$ cat config.mk
export PLATFORM = sky130hd
export DESIGN_NAME = mem_stage_sram_ctrl
export DESIGN_NICKNAME = d
export VERILOG_FILES = /design/src/rtl/mem_stage_sram_ctrl.sv
export SDC_FILE = /design/constraint.sdc
export NUM_CORES = 1
export LEC_CHECK = 0
export CAP_MARGIN = 20
export CELL_PAD_IN_SITES_DETAIL_PLACEMENT = 1
export CELL_PAD_IN_SITES_GLOBAL_PLACEMENT = 2
export CORE_ASPECT_RATIO = 0.7
export CORE_MARGIN = 2
export CORE_UTILIZATION = 29
export CTS_BUF_LIST = sky130_fd_sc_hd__clkbuf_8
export CTS_CLUSTER_SIZE = 40
export DETAILED_ROUTE_END_ITERATION = 10
export PLACE_DENSITY_LB_ADDON = 0.1
export RECOVER_POWER = 25
export SLEW_MARGIN = 20
export SYNTH_ARGS = -nofsm -noshare
export SYNTH_HDL_FRONTEND = slang
export SYNTH_SLANG_ARGS = --single-unit
$ cat constraint.sdc
create_clock -name clk -period 3.8 [get_ports clk]
set_input_delay 0.76 -clock clk [delete_from_list [all_inputs] [get_ports clk]]
set_output_delay 0.76 -clock clk [all_outputs]
set_load 0.01 [all_outputs]
$ cat src/rtl/mem_stage_sram_ctrl.sv
// mem_stage_sram_ctrl
//   MEM-stage controller for the EXE/MEM pipeline register. It turns a 32-bit
//   load or store into two half-word accesses (low, then high) to an external
//   16-bit asynchronous SRAM. While an access is in flight it holds `ready` low
//   so that the stages upstream of MEM/WB freeze.
//
// Ports
//   clk, rst        clock and synchronous active-high reset
//   mem_read_in     load request from the EXE/MEM register
//   mem_write_in    store request from the EXE/MEM register (wins if both are set)
//   alu_res_in      CPU byte address
//   val_rm_in       store data
//   ready           1 = MEM stage may advance, 0 = freeze the pipeline
//   mem_data_out    data from the last completed load (registered)
//   sram_addr       SRAM half-word address (registered)
//   sram_dq_out     SRAM write data (registered)
//   sram_dq_in      SRAM read data
//   sram_we_n       SRAM write enable, active low (registered)
//   sram_oe_n       SRAM output enable, active low (registered)
module mem_stage_sram_ctrl #(
  parameter int unsigned BASE_ADDR   = 1024,
  parameter int unsigned SRAM_ADDR_W = 18,
  parameter int unsigned WAIT_CYCLES = 2
) (
  input  logic                   clk,
  input  logic                   rst,
  input  logic                   mem_read_in,
  input  logic                   mem_write_in,
  input  logic [31:0]            alu_res_in,
  input  logic [31:0]            val_rm_in,
  output logic                   ready,
  output logic [31:0]            mem_data_out,
  output logic [SRAM_ADDR_W-1:0] sram_addr,
  output logic [15:0]            sram_dq_out,
  input  logic [15:0]            sram_dq_in,
  output logic                   sram_we_n,
  output logic                   sram_oe_n
);

  typedef enum logic [2:0] {
    IDLE  = 3'd0,
    RD_LO = 3'd1,
    RD_HI = 3'd2,
    WR_LO = 3'd3,
    WR_HI = 3'd4,
    DONE  = 3'd5
  } state_t;

  localparam logic [3:0]  CNT_LAST = 4'(WAIT_CYCLES - 1);
  localparam logic [31:0] BASE     = 32'(BASE_ADDR);

  state_t                 state_q, state_d;
  logic [3:0]             cnt_q, cnt_d;
  logic [31:0]            addr_q, addr_d;
  logic [31:0]            data_q, data_d;
  logic [15:0]            lo_q;
  logic [31:0]            mem_data_q;
  logic [SRAM_ADDR_W-1:0] sram_addr_q, sram_addr_d;
  logic [15:0]            sram_dq_q, sram_dq_d;
  logic                   we_n_q, we_n_d;
  logic                   oe_n_q, oe_n_d;
  logic                   phase_end;
  logic [31:0]            off_d;
  logic                   half_d;
  logic                   unused_off;

  assign phase_end = (cnt_q == CNT_LAST);

  // Next state, phase counter and request latching
  always_comb begin
    state_d = state_q;
    cnt_d   = cnt_q;
    addr_d  = addr_q;
    data_d  = data_q;
    case (state_q)
      IDLE: begin
        cnt_d = 4'd0;
        if (mem_write_in) begin
          state_d = WR_LO;
          addr_d  = alu_res_in;
          data_d  = val_rm_in;
        end else if (mem_read_in) begin
          state_d = RD_LO;
          addr_d  = alu_res_in;
          data_d  = val_rm_in;
        end else begin
          state_d = IDLE;
        end
      end
      RD_LO, RD_HI, WR_LO, WR_HI: begin
        if (phase_end) begin
          cnt_d = 4'd0;
          case (state_q)
            RD_LO:   state_d = RD_HI;
            WR_LO:   state_d = WR_HI;
            default: state_d = DONE;
          endcase
        end else begin
          cnt_d = cnt_q + 4'd1;
        end
      end
      // Requests seen in DONE belong to the instruction that just finished.
      DONE: begin
        state_d = IDLE;
        cnt_d   = 4'd0;
      end
      default: begin
        state_d = IDLE;
        cnt_d   = 4'd0;
      end
    endcase
  end

  // SRAM pin values for the coming cycle, derived from the next state so the
  // registered pins line up with the state they belong to.
  always_comb begin
    off_d       = addr_d - BASE;
    half_d      = (state_d == RD_HI) || (state_d == WR_HI);
    sram_addr_d = sram_addr_q;
    sram_dq_d   = sram_dq_q;
    oe_n_d      = 1'b1;
    we_n_d      = 1'b1;
    case (state_d)
      RD_LO, RD_HI: begin
        sram_addr_d = {off_d[SRAM_ADDR_W:2], half_d};
        oe_n_d      = 1'b0;
      end
      WR_LO, WR_HI: begin
        sram_addr_d = {off_d[SRAM_ADDR_W:2], half_d};
        sram_dq_d   = half_d ? data_d[31:16] : data_d[15:0];
        // Released in the last cycle of the phase for address/data hold.
        we_n_d      = (cnt_d == CNT_LAST);
      end
      default: begin
        sram_addr_d = sram_addr_q;
      end
    endcase
  end

  // Byte-lane bits and out-of-range upper bits are intentionally dropped.
  assign unused_off = ^{off_d[31:SRAM_ADDR_W+1], off_d[1:0]};

  // State, counter, latched request, read capture and registered SRAM pins
  always_ff @(posedge clk) begin
    if (rst) begin
      state_q     <= IDLE;
      cnt_q       <= 4'd0;
      addr_q      <= 32'd0;
      data_q      <= 32'd0;
      lo_q        <= 16'd0;
      mem_data_q  <= 32'd0;
      sram_addr_q <= '0;
      sram_dq_q   <= 16'd0;
      we_n_q      <= 1'b1;
      oe_n_q      <= 1'b1;
    end else begin
      state_q     <= state_d;
      cnt_q       <= cnt_d;
      addr_q      <= addr_d;
      data_q      <= data_d;
      sram_addr_q <= sram_addr_d;
      sram_dq_q   <= sram_dq_d;
      we_n_q      <= we_n_d;
      oe_n_q      <= oe_n_d;
      if ((state_q == RD_LO) && phase_end) begin
        lo_q <= sram_dq_in;
      end
      // High half goes straight into the result so it is valid as DONE starts.
      if ((state_q == RD_HI) && phase_end) begin
        mem_data_q <= {sram_dq_in, lo_q};
      end
    end
  end

  assign ready = ((state_q == IDLE) && !mem_read_in && !mem_write_in) ||
                 (state_q == DONE);

  assign mem_data_out = mem_data_q;
  assign sram_addr    = sram_addr_q;
  assign sram_dq_out  = sram_dq_q;
  assign sram_we_n    = we_n_q;
  assign sram_oe_n    = oe_n_q;

endmodule

Word level (Yosys, flattened, before mapping). Cells that the tools add are included.

Output and inout port bits: 69. Register bits after elaboration: 155.

Muxes and demuxes: 15. Bitwise operators: 1. Add/sub/neg operators: 2. Eq/ne operators: 11. Reductions and logical operators: 14.

Operators by type and width (number): $mux W32 (6); $sub A19 B11 Y19 const B (1); $mux W16 (1); $eq A3 B2 Y1 const B (4); $pmux W3 S2 (2); $eq A3 B3 Y1 const B (3); $eq A4 B1 Y1 const B (2); $mux W4 (2); $reduce_or A4 Y1 (2); $eq A3 B1 Y1 const B (2); $reduce_or A2 Y1 (3); $add A4 B1 Y4 const B (1); $logic_and A1 B1 Y1 (4); $logic_not A3 Y1 (1); $mux W3 (1); $logic_not A1 Y1 (2); $logic_or A1 B1 Y1 (2); $mux W1 (2); $mux W2 (1); $not A1 Y1 (1).

Logic depth before layout (Yosys ltp). Gate-level depths: netlist of the first run.

Word-level depth: 8. Gate-level depth with buffers: 12. Gate-level depth less buffers: 9.

Worst setup path before layout of the first run. OpenSTA, ideal clock, no wires.

Path type: input -> register. Start: in mem_read_in. End: reg sram_addr_q[17], in the netlist sram_addr[17]. Setup slack: 0.950 ns. Setup time: 0.086 ns. Stages on the path: 10. Data required time: 3.714 ns. Data arrival time: 2.764 ns. Cell sequence: nor2_1 > nor2_8 > buf_6 > mux2i_1 > ha_1 > nor3b_1 > nand3b_1 > mux2i_1 > xor2_1 > a211oi_1.

Longest elaborated chain between the ends: 5. Elaborated cells between the ends (all ways): 12. Classes of those cells: add/sub: 1; eq/ne: 4; mux: 6; reduce/logical: 1.

RTL lines: from (decl) (line 27) `input logic mem_read_in,`; branches (longest 5 deep; another with $sub A19 B11 Y19); to (signal assigned) (line 161) `sram_addr_q <= sram_addr_d;`; to (decl) (line 58) `logic [SRAM_ADDR_W-1:0] sram_addr_q, sram_addr_d;`.

Several ways; the timed one is not identified. A chain may end at the register's enable or synchronous reset.

Worst setup path after layout of the first run. Same ends and word-level chain as after synthesis.

==> impl_metrics.sql, run 1 <==
INSERT INTO impl_metrics (metric_group, metric, value, unit) VALUES
('outcome', 'run_status', 'finished with violations', ''),
('outcome', 'failed_checks', 'capacitance limit, slew limit', ''),
('global_routing', 'grt_remaining_overflow', '0', ''),
('sta', 'setup_repair_after_global_routing_missed_its_margin', 'false', ''),
('route', 'detail_route.first_pass.iterations', '5', ''),
('logic_synthesis', 'synthCells', '633', ''),
('floorplanning', 'dieWidth', '170', 'µm'),
('logic_synthesis', 'mappedNetlistNets', '720', ''),
('logic_synthesis', 'yosys_register_bits', '140', ''),
('global_routing', 'grt_pass1_wl', '26600', 'µm'),
('power_and_ir_drop', 'power.switching_fraction', '33.1', '%'),
('logic_synthesis', 'synth_seq_area_share', '50.3', '%'),
('critical_path', 'start_kind', 'primary input', ''),
('clock_network', 'cts_root_buffer', 'sky130_fd_sc_hd__clkbuf_8', ''),
('job', 'max_cap_violations', '1', ''),
('route', 'drt_iter0_markers', '186', ''),
('clock_network', 'clock_tree.htree_level_count', '4', ''),
('logic_synthesis', 'synth-edff-count', '0', ''),
('sta', 'clock-skew-final', '0.0164', 'ns'),
('finish', 'instances_no_fill', '1015', ''),
('finish', 'final_net_count', '847', ''),
('global_routing', 'grt_max_degree', '100', ''),
('floorplanning', 'i_o_pin_total', '153', ''),
('logic_synthesis', 'mappedNetlistArea', '5570', 'µm²'),
('place', 'dpl.cell_count', '983', ''),
('critical_path', 'path_max_fanout', '5', ''),
('clock_network', 'number_of_gates_resized_after_cts', '0', ''),
('finish', 'area.growth.synth_to_final', '37.0', '%'),
('logic_synthesis', 'ys.warnings.count', '0', ''),
('route', 'detail_route.wl_per_cell', '16.1', 'µm'),
('critical_path', 'critPathKind', 'in -> reg', ''),
('logic_synthesis', 'most_common_flop_cell_mapped_by_yosys', 'sky130_fd_sc_hd__dfxtp_1', ''),
('sta', 'timing.setup.tns', '0', 'ns'),
('power_and_ir_drop', 'pwr_density_cell', '598', 'nW/µm²'),
('sta', 'tightest_slew', '1.96', 'ns'),
('logic_synthesis', 'yosysUniqueCellTypes', '43', ''),
('floorplanning', 'design.core.area', '18900', 'µm²'),
('clock_network', 'cts.repair_timing.setup_buffer_count', '0', ''),
('power_and_ir_drop', 'ir_worst_vdd', '0.232', 'mV'),
('floorplanning', 'starting_density', '29.5', '%'),
('route', 'avgViaCountPerCell', '4.80', ''),
('finish', 'antenna-diode-count', '0', ''),
('finish', 'most-common-layout-cells', 'sky130_fd_sc_hd__nand2_1 (140), sky130_fd_sc_hd__dfxtp_1 (140), sky130_fd_sc_hd__clkdlybuf4s50_1 (111)', ''),
('finish', 'total_area_of_multi_input_combinational_cells', '2570', 'µm²'),
('place', 'postPlaceCellArea', '7190', 'µm²'),
('sta', 'final_max_slew_viol_count', '100', ''),
('critical_path', 'required', '4.04', 'ns'),
('sta', 'maxClockFrequency', '314', 'MHz'),
('power_and_ir_drop', 'pwr-share-seq', '39.3', '%'),
('worst_hold_path', 'worst_hold_path_type', 'reg -> reg', ''),
('clock_network', 'cts_sinks', '140', ''),
('critical_path', 'worst_path_largest_cell_delay', '0.58', 'ns'),
('power_and_ir_drop', 'pwr-share-comb', '29.9', '%'),
('sta', 'min_period_over_period', '83.8', '%'),
('power_and_ir_drop', 'p_leak', '0.00286', 'µW'),
('clock_network', 'cts_tree', 'yes', ''),
('logic_synthesis', 'post_synth.cell_area_avg', '8.80', 'µm²'),
('clock_network', 'path_clk_slew', '0.09', 'ns'),
('power_and_ir_drop', 'power.clock.fraction', '30.8', '%'),
('sta', 'timing.final.ws_setup', '0.617', 'ns'),
('sta', 'report.final.setup_viol', '0', ''),
('logic_synthesis', 'synthArstFlopShare', '0', '%'),
('critical_path', 'crit_top_cell', 'sky130_fd_sc_hd__mux2i_1', ''),
('place', 'dpl.hpwl', '11400', 'µm'),
('floorplanning', 'die_height', '120', 'µm'),
('critical_path', 'worst_path_max_delay_cell', 'sky130_fd_sc_hd__dlygate4sd3_1', ''),
('global_routing', 'grt_antenna_before_repair', '1', ''),
('finish', 'layout-drive-gt1-share', '7.12', '%'),
('floorplanning', 'std_cell_rows', '42', ''),
('clock_network', 'clockBufferDepth', '2', ''),
('place', 'finalWeightedCongestion', '0.754', '');
power groups by stage:
stage / clock [µW] / combinational, µW / sequential [µW]
6_report: 1400 / 1360 / 1800
5_1_grt: 1520 / 1520 / 1820
4_1_cts: 1450 / 1410 / 1800
3_5_place_dp: 0 / 1400 / 1830
3_3_place_gp: 0 / 1370 / 1820
2_1_floorplan: 0 / 799 / 1860
final cells by class:
cell class / instances / share of cell area [%]
Clock buffer: 17 / 3.07
Clock inverter: 15 / 2.95
Tap cell: 242 / 3.97
Timing Repair Buffer: 155 / 19.5
Inverter: 2 / 0.0984
Sequential cell: 140 / 36.7
Multi-Input combinational cell: 444 / 33.7
worst max-delay path, delay by kind of cell:
kind	cells	cell delay [ns]
adder cells (fa/ha/maj)	1	0.27
AND/OR/NAND/NOR	4	0.53
AO/OA/AOI/OAI	1	0.08
multiplexers	2	0.46
XOR/XNOR	1	0.15
buffers and inverters	3	1.16
through the flow:
step | utilization [%] | hold slack [ns]
detailed placement | 38.1 | 0.448
floorplan | - | 0.432
finish | 40.5 | 0.451
CTS | 40.5 | 0.450
global route | 40.5 | 0.472
global placement | 38.1 | 0.437
cells in the mapped netlist (7+ instances only):
master | count | share of area [%]
sky130_fd_sc_hd__dfxtp_1 | 140 | 50
sky130_fd_sc_hd__a21oi_1 | 73 | 6.6
sky130_fd_sc_hd__a221oi_1 | 9 | 1.4
sky130_fd_sc_hd__nand2b_1 | 12 | 1.3
sky130_fd_sc_hd__buf_2 | 15 | 1.3
sky130_fd_sc_hd__mux2i_1 | 46 | 8.3
sky130_fd_sc_hd__o21a_1 | 10 | 1.3
sky130_fd_sc_hd__nand4b_1 | 8 | 1.3
sky130_fd_sc_hd__a211oi_1 | 13 | 1.8
sky130_fd_sc_hd__o221ai_1 | 7 | 1.1
sky130_fd_sc_hd__nand2_1 | 140 | 9.4
sky130_fd_sc_hd__nor2_1 | 65 | 4.4
sky130_fd_sc_hd__clkbuf_1 | 28 | 1.9
routing by layer:
metal | part of all wire (%) | global-route usage, %
met5 | 0 | 0
met3 | 4.9 | 5.41
met2 | 44 | 24.8
met1 | 51 | 22.9
met4 | 0.45 | 4.65
flip-flops by register name, indices dropped and copies added (netlist names):
signal,flops
addr_q,17
cnt_q,4
data_q,32
lo_q,16
mem_data_out,32
sram_addr,18
sram_dq_out,16
sram_oe_n,1
sram_we_n,1
state_q,3
logic make-up after synthesis:
group           share of synthesized area [%]
mux                                      8.26
flops                                    50.3
xor+xnor                                 1.57
buf+inv                                  4.04
fa+ha+maj                               0.674
simple gates                             20.4
compound gates                           14.8
worst paths after layout:
check	startpoint	to	slack (ns)	cells after the start
hold reg to reg	lo_q[14]	mem_data_out[14]	0.45	2
setup reg to reg	state_q[1]	sram_addr[17]	1.09	10
hold / removal	lo_q[14]	mem_data_out[14]	0.45	2
setup / recovery	mem_read_in	sram_addr[17]	0.62	12
Power figures use the tool's default switching activity.
==> run 2, diff against run 1 <==
==> constraint.sdc (replaced) <==
create_clock -name clk -period 3.1 [get_ports clk]
set_input_delay 0.62 -clock clk [delete_from_list [all_inputs] [get_ports clk]]
set_output_delay 0.62 -clock clk [all_outputs]
set_load 0.01 [all_outputs]
==> impl_metrics.sql, run 2 (synthesized netlist as in run 1, its figures left out) <==
INSERT INTO impl_metrics (metric_group, metric, value, unit) VALUES
('critical_path', 'crit_path_start', 'mem_read_in', ''),
('route', 'routed-via-count', '4873', ''),
('critical_path', 'path_max_fanout', '5', ''),
('global_routing', 'grt_remaining_overflow', '0', ''),
('sta', 'maxClockFrequency', '354', 'MHz'),
('sta', 'setup_repair_after_global_routing_missed_its_margin', 'false', ''),
('worst_hold_path', 'worst_hold_path.num_cells', '2', ''),
('critical_path', 'cp.buffers_inverters', '2', ''),
('place', 'buffers_on_ports', '137', ''),
('clock_network', 'clockBufferDepth', '2', ''),
('finish', 'area.growth.synth_to_final', '36.3', '%'),
('global_routing', 'groute.usage.overall', '16.8', '%'),
('power_and_ir_drop', 'internal-power', '3600', 'µW'),
('finish', 'fill_cell_total_of_the_finished_layout', '2187', ''),
('clock_network', 'cts.repair_timing.setup_buffer_count', '0', ''),
('clock_network', 'clock_tree.htree_level_count', '4', ''),
('finish', 'antenna-diode-count', '0', ''),
('route', 'route.detailed.drc', '0', ''),
('worst_hold_path', 'worst_hold_path_type', 'reg -> reg', ''),
('clock_network', 'cts_buffers', '17', ''),
('place', 'finalWeightedCongestion', '0.789', ''),
('sta', 'relSlewSlack', '39.3', '%'),
('critical_path', 'cp.arrival', '3.19', 'ns'),
('worst_hold_path', 'whs_endpoint', 'mem_data_out[26]', ''),
('clock_network', 'number_of_gates_resized_after_cts', '0', ''),
('power_and_ir_drop', 'pwr-share-seq', '41.1', '%'),
('clock_network', 'path_clk_slew', '0.08', 'ns'),
('critical_path', 'critical_path.endpoint_type', 'flip-flop', ''),
('clock_network', 'cts_root_buffer', 'sky130_fd_sc_hd__clkbuf_8', ''),
('clock_network', 'cts_tree', 'yes', ''),
('global_routing', 'grt_antenna_before_repair', '1', ''),
('finish', 'final_net_count', '849', ''),
('critical_path', 'crit_top_cell', 'sky130_fd_sc_hd__mux2i_1', ''),
('job', 'max_cap_violations', '0', ''),
('floorplanning', 'die_height', '120', 'µm'),
('sta', 'min_period_over_period', '91.1', '%'),
('sta', 'timing.setup.tns', '0', 'ns'),
('finish', 'most-common-layout-cells', 'sky130_fd_sc_hd__nand2_1 (140), sky130_fd_sc_hd__dfxtp_1 (140), sky130_fd_sc_hd__clkdlybuf4s50_1 (93)', ''),
('critical_path', 'worst_r2r_startpoint', 'cnt_q[0]', ''),
('critical_path', 'critPathKind', 'in -> reg', ''),
('critical_path', 'worst_path_max_delay_cell', 'sky130_fd_sc_hd__nor2_1', ''),
('outcome', 'run_status', 'complete, no violations', ''),
('critical_path', 'timing.critical_path.cells', 'clkdlybuf4s50_1 > nor2_1 > nor2_8 > mux2i_1 > ha_1 > nor3b_1 > buf_4 > nand3b_1 > mux2i_1 > xor2_1 > a211oi_1', ''),
('route', 'detail_route.first_pass.iterations', '4', ''),
('floorplanning', 'starting_density', '29.5', '%'),
('route', 'drt_iter0_markers', '174', ''),
('critical_path', 'crit_family', 'simple AND/OR/NAND/NOR gates', ''),
('power_and_ir_drop', 'ir_worst_vdd', '0.243', 'mV'),
('power_and_ir_drop', 'pwr-share-comb', '31.3', '%'),
('sta', 'final_max_slew_viol_count', '0', ''),
('route', 'final_antenna_net_count', '0', ''),
('route', 'detail_route.wl_per_cell', '16.3', 'µm'),
('finish', 'layout-drive-gt1-share', '7.12', '%'),
('sta', 'clock-skew-final', '0.0116', 'ns'),
('route', 'post_route_wl', '16500', 'µm'),
('power_and_ir_drop', 'power.switching_fraction', '32.7', '%'),
('floorplanning', 'std_cell_rows', '42', ''),
('global_routing', 'grt_pass1_vias', '5154', ''),
('sta', 'tightest_slew', '0.907', 'ns'),
('sta', 'period_minus_slack', '2.82', 'ns'),
('critical_path', 'worst_path_largest_cell_delay', '0.60', 'ns'),
('critical_path', 'worst_flop_to_flop_path_endpoint', 'lo_q[5]', ''),
('route', 'avgViaCountPerCell', '4.81', ''),
('power_and_ir_drop', 'pwr_density_cell', '705', 'nW/µm²'),
('critical_path', 'required', '3.46', 'ns'),
('critical_path', 'start_kind', 'primary input', ''),
('critical_path', 'worst-r2r-cell-count', '6', ''),
('sta', 'report.final.setup_viol', '0', ''),
('critical_path', 'worst_case_register_to_register_setup_slack', '0.51', 'ns'),
('power_and_ir_drop', 'p_leak', '0.00291', 'µW'),
('place', 'dpl_ws', '-0.170', 'ns'),
('worst_hold_path', 'timing.hold.worst.start', 'mem_data_out[26]', ''),
('sta', 'timing.final.ws_setup', '0.275', 'ns'),
('floorplanning', 'i_o_pin_total', '153', ''),
('clock_network', 'hold_bufs_inserted_after_cts', '0', ''),
('clock_network', 'cts_sinks', '140', ''),
('sta', 'hold_viol_final', '0', ''),
('floorplanning', 'dieWidth', '170', 'µm'),
('power_and_ir_drop', 'power.clock.fraction', '27.6', '%'),
('global_routing', 'grt_pass1_wl', '27000', 'µm'),
('global_routing', 'grt_max_degree', '75', ''),
('floorplanning', 'design.core.area', '18900', 'µm²'),
('power_and_ir_drop', 'p_switching', '1750', 'µW'),
('clock_network', 'insertion_delay', '0.44', 'ns'),
('floorplanning', 'dieArea', '20400', 'µm²'),
('place', 'dpl.hpwl', '11600', 'µm');
## run 2: area by class of cell
class                           count  area (µm²)  area share [%]
Sequential cell                   140        2800            36.9
Multi-Input combinational cell    444        2570            33.8
Timing Repair Buffer              157        1530            20.1
Tap cell                          242         303            3.99
Clock buffer                       17         234            3.08
Clock inverter                     12         151            1.99
Inverter                            2        7.51          0.0988
## run 2: power by group through the flow
stage / sequential [µW] / clock, µW / combinational, µW
6_report: 2200 / 1480 / 1670
2_1_floorplan: 2280 / 0 / 979
5_1_grt: 2240 / 1620 / 1860
3_3_place_gp: 2230 / 0 / 1680
4_1_cts: 2210 / 1540 / 1730
3_5_place_dp: 2250 / 0 / 1720
## run 2: worst max path at each step
| stage | slack, ns | cells after the start | end |
|---|---|---|---|
| 2_1_floorplan | 0.39 | 10 | sram_addr[17] |
| 5_1_grt | 0.08 | 11 | sram_addr[17] |
| 3_3_place_gp | -0.09 | 11 | sram_addr[17] |
| 6_report | 0.28 | 11 | sram_addr[17] |
| 4_1_cts | 0.29 | 6 | ready |
| 3_5_place_dp | -0.17 | 11 | sram_addr[17] |
## run 2: worst min-delay path, delay by kind of cell (launching register included)
| family | cells | cell delay, ns |
|---|---|---|
| flops | 1 | 0.31 |
| simple gates | 1 | 0.05 |
| compound gates | 1 | 0.05 |
## run 2: routing by layer
layer	vias up	routed length (µm)	track usage (%)	part of all wire (%)
met3	11	743	4.65	4.5
met2	91	7050	25.4	43
met5	-	0	0	0
li1	2415	-	-	-
met4	0	156	4.49	0.95
met1	2356	8540	23.5	52
## run 2: per-stage QoR
step / hold WS [ns] / util (%) / instance area (µm²) / cells / total power, µW
final: 0.455 / 40.3 / 7600 / 1014 / 5350
after global routing: 0.478 / 40.3 / 7600 / 1014 / 5720
after CTS: 0.461 / 40.2 / 7590 / 1013 / 5480
after detailed placement: 0.449 / 38.2 / 7210 / 984 / 3970
after global placement: 0.437 / 38.2 / 7210 / 984 / 3910
after floorplan: 0.432 / - / 5570 / 633 / 3260
